<file path="src/rtl/buffer_swap_controller.sv">
`default_nettype none
// ============================================================================
// Module      : buffer_swap_controller
// Description : Double-buffer swap control between a renderer (writer) and a
//               VGA scan-out (reader). The renderer fills the back buffer
//               (~readSel). When the fill is complete, swapPending is raised.
//               The display buffer is swapped on the next frameStart, so the
//               swap never happens in the middle of a frame. When no complete
//               frame is ready at frameStart, the current frame is shown again.
// Revision    : 1.0 - initial release
// ----------------------------------------------------------------------------
// Optional feature macro: BUFFER_SWAP_DROP_COUNT_EN
//   When defined, adds the dropCount output. This is a saturating count of
//   frameStart pulses that arrived with no complete back buffer.
// ----------------------------------------------------------------------------
// Ports
//   clk          in   system clock, rising edge
//   resetN       in   asynchronous active-low reset
//   frameStart   in   one-cycle pulse at the first pixel of a frame
//   pixelReq     in   display requests the next pixel
//   wrValid      in   renderer presents a pixel write
//   wrReady      out  controller accepts a write (transfer = wrValid&&wrReady)
//   readEnable   out  read strobe to the double buffer
//   writeEnable  out  write strobe to the double buffer
//   rdAddr       out  display read index
//   wrAddr       out  back-buffer write index
//   readSel      out  displayed buffer (0 = A, 1 = B)
//   swapPending  out  back buffer complete, waiting for frameStart
//   swapDone     out  one-cycle pulse in the cycle after a swap
//   dropCount    out  [BUFFER_SWAP_DROP_COUNT_EN only] repeated-frame count
// ============================================================================
module buffer_swap_controller #(
  parameter int NUM_PIXELS = 16,
  parameter int ADDR_W     = 4
) (
  input  logic              clk,
  input  logic              resetN,
  input  logic              frameStart,
  input  logic              pixelReq,
  input  logic              wrValid,
  output logic              wrReady,
  output logic              readEnable,
  output logic              writeEnable,
  output logic [ADDR_W-1:0] rdAddr,
  output logic [ADDR_W-1:0] wrAddr,
  output logic              readSel,
  output logic              swapPending,
  output logic              swapDone
`ifdef BUFFER_SWAP_DROP_COUNT_EN
  ,
  output logic [15:0]       dropCount
`endif
);

  localparam logic [ADDR_W-1:0] LAST_ADDR = ADDR_W'(NUM_PIXELS - 1);

  typedef enum logic {
    W_FILL = 1'b0,
    W_WAIT = 1'b1
  } wr_state_t;

  wr_state_t wr_state;
  logic      swap;

  // wrReady is a pure decode of the state register, so it is glitch-free.
  assign wrReady     = (wr_state == W_FILL);
  assign writeEnable = wrValid && wrReady;
  assign readEnable  = pixelReq;

  // The registered swapPending is used here. A last write that lands in the
  // same cycle as frameStart therefore cannot swap until the next frame.
  assign swap = frameStart && swapPending;

  // Display read counter. frameStart restarts the scan and takes priority
  // over the increment.
  always_ff @(posedge clk or negedge resetN) begin
    if (!resetN) begin
      rdAddr <= '0;
    end else if (frameStart) begin
      rdAddr <= '0;
    end else if (pixelReq) begin
      rdAddr <= (rdAddr == LAST_ADDR) ? '0 : rdAddr + 1'b1;
    end
  end

  // Writer FSM together with the swap bookkeeping.
  always_ff @(posedge clk or negedge resetN) begin
    if (!resetN) begin
      wr_state    <= W_FILL;
      wrAddr      <= '0;
      readSel     <= 1'b0;
      swapPending <= 1'b0;
      swapDone    <= 1'b0;
    end else begin
      swapDone <= swap;
      case (wr_state)
        W_FILL: begin
          if (writeEnable) begin
            if (wrAddr == LAST_ADDR) begin
              wrAddr      <= '0;
              swapPending <= 1'b1;
              wr_state    <= W_WAIT;
            end else begin
              wrAddr <= wrAddr + 1'b1;
            end
          end
        end
        W_WAIT: begin
          if (swap) begin
            readSel     <= ~readSel;
            swapPending <= 1'b0;
            wr_state    <= W_FILL;
          end
        end
        default: wr_state <= W_FILL;
      endcase
    end
  end

`ifdef BUFFER_SWAP_DROP_COUNT_EN
  // Counts frames that are repeated because no new frame was ready.
  always_ff @(posedge clk or negedge resetN) begin
    if (!resetN) begin
      dropCount <= 16'h0000;
    end else if (frameStart && !swapPending && (dropCount != 16'hFFFF)) begin
      dropCount <= dropCount + 16'h0001;
    end
  end
`endif

endmodule
`default_nettype wire

</file>
<file path="config.mk">
export PLATFORM = sky130hd
export DESIGN_NAME = buffer_swap_controller
export DESIGN_NICKNAME = d
export VERILOG_FILES = /design/src/rtl/buffer_swap_controller.sv
export SDC_FILE = /design/constraint.sdc
export NUM_CORES = 1
export LEC_CHECK = 0
export ABC_AREA = 1
export ABC_CLOCK_PERIOD_IN_PS = 1120
export CORE_MARGIN = 4
export CORE_UTILIZATION = 35
export CTS_BUF_LIST = sky130_fd_sc_hd__clkbuf_4 sky130_fd_sc_hd__clkbuf_8
export DETAILED_ROUTE_END_ITERATION = 8
export GPL_ROUTABILITY_DRIVEN = 1
export PLACE_DENSITY = 0.65
export SLEW_MARGIN = 10
export SYNTH_ARGS = -nofsm -noshare
export SYNTH_HDL_FRONTEND = slang
export SYNTH_SLANG_ARGS = --single-unit
</file>
<file path="constraint.sdc">
create_clock -name clk -period 1.12 [get_ports clk]
set_input_delay 0.168 -clock clk [delete_from_list [all_inputs] [get_ports clk]]
set_output_delay 0.168 -clock clk [all_outputs]
set_load 0.02 [all_outputs]
</file>
== Word level (Yosys, flattened, before mapping) ==
Cells that the tools add are included.
Widths: inputs -> output; s select.

* Register bits: 12
* Logic and storage cells: 33
* Bits of input ports: 5

* Eq/ne operators: 5
* Add/sub/neg operators: 2
* Bitwise gates (word level): 2
* Multiplexer cells: 12
* Reduce and logical (&&, ||, !) cells: 6

{| class="wikitable"
|+ Operator list
! cell !! number
|-
| $mux 4 || 4
|-
| $add 4x1->4 const B || 2
|-
| $eq 4x4->1 const B || 2
|-
| $mux 1 || 6
|-
| $ne 2x1->1 const B || 3
|-
| $pmux 1 s2 || 2
|-
| $reduce_and 2->1 || 2
|-
| $reduce_and 3->1 || 1
|-
| $logic_and 1x1->1 || 2
|-
| $not 1->1 || 2
|-
| $reduce_bool 2->1 || 1
|}

== Longest topological paths before layout ==
Gate-level depths: netlist of run 1.

* Depth after elaboration: 4
* Depth in mapped cells: 6
* Mapped depth without buffers: 6

== Worst setup path before layout of run 1 ==
No wires, ideal clock.

* Path kind: register to register
* Start point: register wrAddr[1]
* End point: register wrAddr[3]
* Path buffers: 0
* Slack: -0.075 ns
* Data arrival time: 1.077 ns
* Data required time: 1.003 ns
* Cell stages (with the launch flop): 6
* Period minus slack after synthesis: 1.195 ns
* Cell sequence: dfrtp_1 ha_1 nand3_1 or2_4 nand2_2 nor2_1

* Longest elaborated chain between the ends: 2

{| class="wikitable"
|+ RTL lines
! what !! line !! RTL
|-
| start: declaration || 45 || <nowiki>output logic [ADDR_W-1:0] wrAddr,</nowiki>
|-
| start signal: assignment || 104 || <nowiki>wrAddr <= wrAddr + 1'b1;</nowiki>
|-
| $add 4x1->4 or $eq 4x4->1 (tied branches) || 104, 99 ||
|-
| $mux 4 * || 99 || <nowiki>if (wrAddr == LAST_ADDR) begin</nowiki>
|}

Mark *: on every way between the ends. The rest lies on a longest branch, timed or not.
A chain may end at the register's enable or synchronous reset.

== Worst setup path in the final report of run 1 ==
* Start point: register wr_state
* End point: output writeEnable

* Longest elaborated chain between the ends: 2

{| class="wikitable"
|+ RTL lines
! what !! line !! RTL
|-
| start: declaration || 62 || <nowiki>wr_state_t wr_state;</nowiki>
|-
| start signal: assignment || 89 || <nowiki>wr_state <= W_FILL;</nowiki>
|-
| start signal: assignment || 102 || <nowiki>wr_state <= W_WAIT;</nowiki>
|-
| start signal: assignment || 112 || <nowiki>wr_state <= W_FILL;</nowiki>
|-
| $not 1->1 (no line) || -- ||
|-
| $logic_and 1x1->1 || 67 || <nowiki>assign writeEnable = wrValid && wrReady;</nowiki>
|-
| end: declaration || 43 || <nowiki>output logic writeEnable,</nowiki>
|}

No other way between the ends.

==> reports/results.ini, run 1 <==
[sta]
hold_violations=0
worstMarginPinSlew_ns=0.201
drv_slew=0
rsz0062_at_grt=yes
finalCritPeriodShare_pct=99.0
finalClockSkew_ns=0.000245
fmax_mhz=902
setup_viol=0
min_period_ns=1.11
maxSlewHeadroom_pct=86.7

[clocking]
cts_inserted_buffers=3
clock_sinks=12
clock_latency_ns=0.26
root_buffer=clkbuf_4
clk_path_buf_depth=2
htreeDepth=1
clkTransAtPathRegs_ns=0.07
cts_tree=built

[place]
dp_cells=108
placed_area_sq_um=852
io_buffers=18
finalWeightedCongestion=0.767
dp_hpwl_um=972

[final_layout]
utilization_pct=57.2
stdcell_count=112
final_cell_mix=nand2_1 (14), buf_4 (14), dfrtp_1 (8)
drive_above_1_share_pct=42.7
nNetsFinal=105
diodes=0
fin_area_sq_um=862
syn2layout_area_growth_pct=54.8

[route]
routedWlPerCell_um=11.4
drtIter0Drc=2
antenna_left=0
drc=0
via_per_inst=4.81
drt_wl_total_um=1280
vias=539
firstDrtPassIters=4

[critical_path]
end_kind=output pin
critPathRequiredTime_ns=0.95
crit_arrival_ns=0.94
crit_type=reg -> out
worstPathMaxFanout=4
critPathLaunchType=flip-flop

[global_routing]
grt_pass1_wl_um=2010
grt-ovfl-total=0
first_global_vias=537
grt_start_max_net_pins=13
antenna_found_initial=0
grt_use_total_pct=12.5

[logic_synthesis]
yosysSeqAreaShare_pct=53.9
avgSynthCellArea_sq_um=8.98
yosys_most_used_dff=dfrtp_1
yosysTopAreaCell=dfrtp_1
netlist_area_sq_um=557
netlist_instances=62
synth_cell_types=17
async_flop_share_pct=100
synth_edf_count=0
yosys_warnings=0
syn-num-nets=69
yosysTopAreaCellShare_pct=53.9
ys_seq_elements=12
yosys-top-cells-area=dfrtp_1 (54%), nand2_1 (9.4%), o21ai_0 (6.3%), ha_1 (4.5%), inv_1 (4.0%)

[floorplan]
floorplan.initialDensity_pct=37.0
dieWidth_um=47.9
die_y_um=47.9
io_pins=19
core_area_sq_mm=0.00151
core.rowCount=14
die-area_sq_mm=0.00229

[status]
status=completed

[power_and_ir_drop]
power_density_mw_per_mm2=910
p_leak_nw=0.473
irDropWorstVdd_v=0.000738

[job]
cap_violations=0

[min_path]
hold_path.class=in -> async

==> sequential cells by signal (all words and copies together), names as in the netlist <==
register     flops
readSel          1
rdAddr           4
swapDone         1
wrAddr           4
swapPending      1
wr_state         1
==> cells by family after synthesis <==
kind of cell	Yosys count	synth area share, %
AO/OA/AOI/OAI	9	8.76
XOR/XNOR	2	3.15
adder cells (fa/ha/maj)	2	4.49
buffers and inverters	9	6.74
flip-flops	12	53.9
AND/OR/NAND/NOR	28	22.9
==> layer usage <==
metal / wire [um] / vias up / track usage, %
met5: 0 / - / 0
met4: 7 / 0 / 2.15
met3: 103 / 2 / 5.64
met2: 652 / 18 / 21.6
met1: 516 / 253 / 14.4
li1: - / 266 / -
==> power breakdown <==
group | internal, W | leakage (nW) | total (W) | switching (W)
clock | 0.000124 | 0.0138 | 0.000259 | 0.000134
combinational | 0.0000376 | 0.308 | 0.0000811 | 0.0000435
sequential | 0.000440 | 0.151 | 0.000444 | 0.00000430
total | 0.000602 | 0.473 | 0.000784 | 0.000182
==> synth_stat cells, types with 2 or more instances <==
cell,n
nand2_1,14
dfrtp_1,12
o21ai_0,7
inv_1,6
nor2_1,6
nand3_1,4
ha_1,2
inv_2,2
==> per-stage QoR <==
stage	hold WS, ns	total power (W)	setup TNS, ns	worst slack, ns
after CTS	0.195	0.000802	-0.0274	-0.0274
final	0.195	0.000784	0	0.0116
after floorplan	-0.128	0.000486	-0.00258	-0.00258
after global placement	0.486	0.000540	-1.73	-0.437
after global routing	0.217	0.000817	-0.0933	-0.0572
after detailed placement	0.490	0.000541	-1.91	-0.462
==> what timing repair did <==
action	in CTS	in global routing
cloned	0	0
resized for setup	45	10
pin swaps	0	1
hold buffers	0	0
endpoints found under the hold margin	0	0
buffers inserted	0	1
endpoints found under the setup margin	14	10
==> final cells by class <==
| class | count | area, sq um |
|---|---|---|
| fillers | 147 | 644 |
| flip-flops and latches | 12 | 305 |
| repair buffers | 32 | 245 |
| multi-input cells | 41 | 236 |
| inverters | 8 | 32.5 |
| clock buffers | 3 | 22.5 |
| well taps | 16 | 20.0 |
==> critical path, cell delays in order (launching register included) <==
cell,delay [ns]
dfrtp_1,0.37
inv_2,0.08
nand2_4,0.06
inv_4,0.05
buf_6,0.10
==> worst paths after layout <==
| path | from | end | slack, ns | cells past startpoint |
|---|---|---|---|---|
| min in group clk | frameStart | swapDone | 0.53 | 3 |
| setup reg to reg | wr_state | wrAddr[3] | 0.04 | 6 |
| hold reg to reg | readSel | readSel | 0.55 | 2 |
| hold / removal | resetN | wrAddr[1] | 0.19 | 2 |
| setup / recovery | wr_state | writeEnable | 0.01 | 4 |
| max in group asynchronous | resetN | wrAddr[0] | 0.76 | 2 |
Note: power is estimated with default switching activity, not from simulation.
==> run 2: changes to the inputs <==
SLEW_MARGIN = not set   (was 10)
==> results of run 2 <==
The final DEF is identical to that of run 1; final timing and power are the same.
==> run 3: changes to the inputs <==
CORE_MARGIN = 3   (was 4)
==> reports/results.ini, run 3 (synthesized netlist as in run 1, its figures left out) <==
[critical_path]
critPathLaunchType=flip-flop
crit_arrival_ns=0.95
end_kind=output pin
crit_type=reg -> out
critPathRequiredTime_ns=0.95
worstPathMaxFanout=3

[final_layout]
diodes=0
nNetsFinal=105
drive_above_1_share_pct=45.4
top_regs=rdAddr (4), wrAddr (4)
final_cell_mix=buf_4 (14), nand2_1 (13), dfrtp_1 (8), buf_2 (7)
final_common_cell=buf_4
syn2layout_area_growth_pct=56.2

[sta]
fmax_mhz=896
setup_viol=0
setup-tns-final_ns=0
finalClockSkew_ns=0.00622
finalCritPeriodShare_pct=99.7
worstMarginPinSlew_ns=0.146
drv_slew=0
hold_slack_ns=0.195
hold_violations=0
rsz0062_at_grt=yes
min_period_ns=1.12
maxSlewHeadroom_pct=90.2

[floorplan]
floorplan.initialDensity_pct=39.8
core.rowCount=13
die-area_sq_mm=0.00211
core_area_sq_mm=0.00140
die_y_um=45.9
io_pins=19
dieWidth_um=45.9

[route]
firstDrtPassIters=2
drtIter0Drc=1
drt_wl_total_um=1330
antenna_left=0
vias=541
routedWlPerCell_um=11.9
via_per_inst=4.83
drc=0

[clocking]
cts_inserted_buffers=3
clock_latency_ns=0.28
root_buffer=clkbuf_4
clock_sinks=12
clkTransAtPathRegs_ns=0.08
clk_path_buf_depth=2
cts_tree=built
htreeDepth=1

[place]
io_buffers=18
finalWeightedCongestion=0.773
dp_hpwl_um=1040

[global_routing]
grt_start_max_net_pins=13
grt_pass1_wl_um=2260
antenna_found_initial=0
first_global_vias=545
grt-ovfl-total=0
grt_use_total_pct=14.8

[status]
status=completed

[power_and_ir_drop]
p_leak_nw=0.482
irDropWorstVdd_v=0.000707
power_density_mw_per_mm2=1010

[job]
cap_violations=0

[min_path]
hold_path.class=in -> async

run 3: cell types whose count changed in the layout (fill, tap and decap cells not counted), sizes merged:
cell	delta
buf	+1
clkbuf	+1
clkdlybuf4s15	-1
run 3: what timing repair did:
action / 4_1_cts / 5_1_grt
setup endpoints to repair: 15 / 10
gates resized for setup: 50 / 7
setup buffers: 0 / 1
pin swaps: 1 / 1
hold buffers: 0 / 0
run 3: area by class of cell:
type	instances	area, sq um
Fill cell	120	529
Inverter	8	30.0
Clock buffer	4	36.3
Sequential cell	12	305
Timing Repair Buffer	32	240
Multi-Input combinational cell	41	239
Tap cell	15	18.8
run 3: through the flow:
| step | util (%) | total power [W] | cell area (sq um) | setup WS [ns] | cells |
|---|---|---|---|---|---|
| 2_1_floorplan | - | 0.000486 | 562 | -0.00258 | 62 |
| 3_3_place_gp | 60.8 | 0.000539 | 851 | -0.436 | 107 |
| 3_5_place_dp | 60.8 | 0.000542 | 851 | -0.449 | 107 |
| 4_1_cts | 63.4 | 0.000887 | 887 | -0.0158 | 111 |
| 5_1_grt | 62.2 | 0.000912 | 870 | -0.0701 | 112 |
| 6_report | 62.2 | 0.000877 | 870 | 0.00360 | 112 |
run 3: power breakdown:
group          internal [W]  switching (W)
clock network      0.000198       0.000155
logic             0.0000359      0.0000442
registers          0.000440     0.00000426
total              0.000674       0.000204
run 3: critical path: stages, from the launching register on:
cell     delay (ns)
dfrtp_1        0.38
inv_2          0.09
nand2_4        0.05
inv_2          0.06
buf_6          0.11
run 3: final timing paths:
path / cells past startpoint / start / slack [ns] / to
max in group asynchronous: 2 / resetN / 0.75 / wrAddr[1]
max reg2reg: 5 / wrAddr[0] / 0.01 / wrAddr[3]
min: 2 / resetN / 0.19 / wrAddr[2]
max: 4 / wr_state / 0.004 / writeEnable
min in group clk: 3 / frameStart / 0.54 / swapDone
min reg2reg: 2 / readSel / 0.55 / readSel
run 3: metal layers:
metal,up-vias,global-route usage (%),routed length [um]
li1,265,-,-
met4,0,2.27,0
met3,0,6.72,111
met5,-,0,0
met2,18,24.2,670
met1,258,18.2,551
==> variant 1 (flow settings as in run 2) <==
Add a define of `BUFFER_SWAP_DROP_COUNT_EN`.
--- a/src/rtl/buffer_swap_controller.sv
+++ b/src/rtl/buffer_swap_controller.sv
@@ -30,4 +30,6 @@
 //   dropCount    out  [BUFFER_SWAP_DROP_COUNT_EN only] repeated-frame count
 // ============================================================================
+`define BUFFER_SWAP_DROP_COUNT_EN
+
 module buffer_swap_controller #(
   parameter int NUM_PIXELS = 16,
Behaviour (old outputs only; new: dropCount): unchanged (equiv_simple and equiv_induct, registers matched by name and starting in step).
==> variant 1 against run 2 <==
The run now ends with setup timing left. Non-clock buffer count up 68. Wire length rose to 3.6 times the old value. Synthesized area rose to 2.9 times the old value. Sequential cell count up 16. Combinational power rose to 34 times the old value. Register-to-register slack worse by 0.23 ns. Total power rose to 6.5 times the old value. Worst setup slack worse by 0.21 ns. Cell area rose to 3.2 times the old value. Critical path type is now reg2reg. Highest routed layer unchanged.
==> variant 1: results (changes against run 2) <==
* Setup Viol. Count Final at 31 (+31)
* Placed cell areas at 2400 um^2 (+180%)
* Port Buffers at 34 (+16)
* Final worst slack at -0.195 ns (-0.206 ns)
* Most area-consuming cells after synthesis: dfrtp_1 44%, nand2_1 14%, nor2_1 5.9%
* First-pass GRT wire length at 7.08 mm (+250%)
* Share of post-route cells with drive strength above 1 at 0.530 (+0.103)
* Reg2reg start: dropCount[0]
* Setup TNS at -3.30 ns (-3.30 ns)
* Cell variety after synth at 22 (+5)
* Root buf cell: clkbuf_8
* Vias/cell at 4.70 (-2.3%)
* Failing checks: setup timing
* Syn Nets at 210 (+200%)
* Fillers at 373 (+150%)
* Multi-input gate area at 961 um^2 (+310%)
* Crit path DAT at 1.50 ns (+0.56 ns)
* Layout Nets at 313 (+200%)
* Tot GR Track Use at 0.165 (+0.0397)
* Clk Latency, worst-skew pair at 0.29 ns (+0.03 ns)
* Largest registers: dropCount: 16 flops, rdAddr: 4 flops, wrAddr: 4 flops
* Rel. slew slack at 0.866 (about the same)
* Slowest Stage Delay on Critical Path at 0.40 ns (+0.03 ns)
* Status: finished with violations
* Number of global-route vias before repair at 1610 (+200%)
## variant 1: cell types whose count changed after synthesis, moves of 3 or more
cell            run 2  this run
xnor2_1             1         6
nand2_2             1        10
nor2_2              0         4
o21ai_2             0         3
nand2_1            14        60
nand4_1             1         5
dfrtp_1            12        28
nand3_1             4        13
inv_1               6        19
nor2_1              6        25
nor2_4              0         4
## variant 1: cell families after synthesis
kind of cell | after synthesis | synth area share
DFF | 28 | 0.439
and+or+nand+nor | 127 | 0.377
xor gates and xnor gates | 9 | 0.0493
adders and majority gates | 3 | 0.0235
buffers and inverters | 22 | 0.0634
AOI/OAI and AO/OA | 13 | 0.0478
## variant 1: metrics by stage
stage,setup WS (ns),instances,util
final,-0.195,356,0.638
after global routing,-0.284,356,0.638
after CTS,-0.199,350,0.614
after detailed placement,-0.493,335,0.547
after global placement,-0.433,335,0.547
after floorplan,-0.257,202,-
## variant 1: final cells by class
cell class | instances | share of cell area
clock inverter | 1 | 0.0107
multi-input combinational | 153 | 0.343
inverter | 19 | 0.0255
timing repair buffer | 100 | 0.327
sequential | 28 | 0.255
tap | 52 | 0.0233
clock buffer | 3 | 0.0148
## variant 1: critical path: cells and delay by family, from the launching register on
kind                       cells  cell delay [ns]
and+or+nand+nor                5             0.44
DFF                            1             0.40
buffers and inverters          2             0.18
adders and majority gates      1             0.14
AOI/OAI and AO/OA              1             0.05
## variant 1: final timing paths
check | slack, ns | endpoint | cells after the start
min reg2reg | 0.55 | readSel | 2
min in group clk | 0.55 | readSel | 2
max in group asynchronous | 0.71 | dropCount[8] | 2
min | 0.22 | rdAddr[3] | 2
max reg2reg | -0.19 | dropCount[9] | 9
max | -0.19 | dropCount[9] | 9
## variant 1: layer usage
layer / track usage / vias to the layer above / part of all wire
li1: - / 850 / -
met1: 0.217 / 789 / 0.45
met2: 0.264 / 26 / 0.50
met3: 0.0224 / 9 / 0.026
met4: 0.0854 / 0 / 0.024
met5: 0 / - / 0
## variant 1: power breakdown
part	internal (mW)	switching (mW)	leakage, nW
registers	1.31	0.210	0.346
logic	1.33	1.43	0.940
clock network	0.480	0.351	0.0357
total	3.12	1.99	1.32
## variant 1: timing repair
item	4_1_cts	5_1_grt
buffers inserted	10	8
pin swaps	17	17
resized for setup	177	42
setup endpoints to repair	47	49
cloned	1	0
==> variant 2 (settings of run 2) <==
Made on the original files. The parameter `ADDR_W` goes from 4 to 5.
--- a/src/rtl/buffer_swap_controller.sv
+++ b/src/rtl/buffer_swap_controller.sv
@@ -32,5 +32,5 @@
 module buffer_swap_controller #(
   parameter int NUM_PIXELS = 16,
-  parameter int ADDR_W     = 4
+  parameter int ADDR_W     = 5
 ) (
   input  logic              clk,
Interface: changed (resized rdAddr and wrAddr); port bits go from 19 to 21. No check against the original RTL was run, so the function may have changed too.
==> variant 2 against run 2 <==
The run now ends with setup timing left. Total power rose by 17%. Worst setup slack got worse by 0.015 ns. Synthesized area rose by 15%. Cell area rose by 13%. Wire length rose by 9.0%. Count of clock-buffer cells in the layout rose by 1. Hold slack got worse by 0.00054 ns. Sequential cell count rose by 2. Largest power group unchanged.
==> variant 2: results (changes against run 2) <==
* Status: finished with violations
* Failing checks: setup timing
* Number of global-route vias before repair at 584 (+8.8%)
* Reg2reg start: wrAddr[1]
* Largest registers: rdAddr: 5 flops, wrAddr: 5 flops
* Cell variety after synth at 18 (+1)
* Syn Nets at 79 (+14%)
* Worst hold-check path type: in2async
* CTS max path bufs at 2 (unchanged)
* Power per Cell Area at 944 nW/um^2 (+3.7%)
* Root buf cell: clkbuf_4
* Ys Warns at 0 (unchanged)
* Asr flop ratio synth at 1.00 (unchanged)
* Critical R2R Capture: wrAddr[3]
* Final worst slack at -0.00315 ns (-0.0148 ns)
* Setup Viol. Count Final at 1 (+1)
* Final WL at 1.40 mm (+9.0%)
* Largest net degree at the start of global routing at 15 (+2)
* Critical-path maximum fanout at 4 (unchanged)
* Worst hold slack at 0.194 ns (-0.000541 ns)
* Leak at 0.529 nW (+12%)
* Wire length on met1 at 600 um (+16%)
* Most area-consuming cells after synthesis: dfrtp_1 55%, nand2_1 8.2%, inv_1 4.1%
* Final setup skew at 0.00343 ns (+0.00318 ns)
* Layout Nets at 120 (+14%)
* Clock transition at path regs at 0.08 ns
* Gpl congestion at 0.739 (-3.7%)
* Clk Latency, worst-skew pair at 0.27 ns
* First-pass GRT wire length at 2.44 mm (+21%)
* Met3 wire len at 96 um (-6.8%)
* Fillers at 168 (+14%)
* Initial antenna violation count at 0 (unchanged)
* DR top layer: met4
* DRT Pass-1 Iters at 3 (-1)
* Peak supply drop at 0.583 mV (-21%)
* Total CTS buffers at 3 (unchanged)
* Top cells by count, synth: 14 x dfrtp_1, 14 x nand2_1, 7 x inv_1, 7 x nor2_1
* DR iter-0 viols at 14 (+12)
* Routed wl met2 at 680 um (+4.3%)
* Tot GR Track Use at 0.127 (+0.00167)
* Top FF cell, synth: dfrtp_1
* FF-to-FF setup slack at 0.05 ns
* Vias/cell at 4.31 (-10%)
* # H-tree levels at 1 (unchanged)
* HPWL Detailed at 1.11 mm (+14%)
* Worst slew pin tran at 0.182 ns (-0.0191 ns)
* Antenna Cells at 0 (unchanged)
* Switching share of power at 0.222 (-0.0102)
* FF-to-FF path depth at 6 (unchanged)
* Port Buffers at 20 (+2)
* Register area share after synthesis at 0.546 (+0.00648)
* Share of post-route cells with drive strength above 1 at 0.455 (+0.0283)
==> variant 2: changes by cell type after synthesis, sizes merged <==
cell,delta
nor2,+3
nor3,+3
dfrtp,+2
a22o,-1
inv,+1
nand2,+1
nand3,+1
nand4,+1
or2,-1
==> variant 2: layer usage <==
layer  up-vias  global-route usage
met3         2              0.0408
li1        314                   -
met2        16               0.207
met5         -                   0
met1       259               0.143
met4         0              0.0807
==> variant 2: kinds of logic after synthesis <==
group / Yosys count / synth area share
adders and majority gates: 2 / 0.0390
buffers and inverters: 10 / 0.0643
and+or+nand+nor: 36 / 0.261
xor gates and xnor gates: 2 / 0.0273
AOI/OAI and AO/OA: 8 / 0.0624
DFF: 14 / 0.546
==> variant 2: layout make-up <==
type | instances | area [um^2] | area share
Clock buffer | 4 | 30.0 | 0.0309
Inverter | 9 | 36.3 | 0.0373
Multi-Input combinational cell | 48 | 259 | 0.266
Sequential cell | 14 | 355 | 0.366
Tap cell | 25 | 31.3 | 0.0322
Timing Repair Buffer | 37 | 260 | 0.268
==> variant 2: critical path: stages (launching register included) <==
cell and delay, ns:
dfrtp_1 0.38, inv_2 0.09, nand2_4 0.06, inv_4 0.06, buf_6 0.11
==> variant 2: power groups by stage <==
stage | logic, mW | registers, mW | clock network, mW
finish | 0.0855 | 0.516 | 0.315
floorplan | 0.0183 | 0.537 | 0
CTS | 0.0866 | 0.517 | 0.326
detailed placement | 0.0922 | 0.527 | 0
global placement | 0.0912 | 0.526 | 0
global route | 0.0941 | 0.518 | 0.361
==> variant 2: repair_timing <==
action,in CTS,in global routing
hold buffers,0,0
endpoints found under the setup margin,16,16
buffers inserted,1,1
resized for setup,53,12
==> variant 2: worst max path at each step <==
stage / endpoint / slack (ns) / start
3_3_place_gp: writeEnable / -0.47 / wrValid
5_1_grt: writeEnable / -0.09 / wr_state
2_1_floorplan: rdAddr[0] / 0.03 / rdAddr[0]
3_5_place_dp: writeEnable / -0.48 / wrValid
4_1_cts: writeEnable / -0.03 / wr_state
6_report: writeEnable / -0.003 / wr_state
==> variant 2: per-stage QoR <==
step                worst slack (ns)  std cells  setup TNS [ns]  area, um^2
floorplan                     0.0329         72               0         647
global placement              -0.471        131           -1.79         983
detailed placement            -0.484        131           -1.99         983
CTS                          -0.0318        136         -0.0318        1010
global route                 -0.0890        137          -0.172         972
finish                      -0.00315        137        -0.00315         972
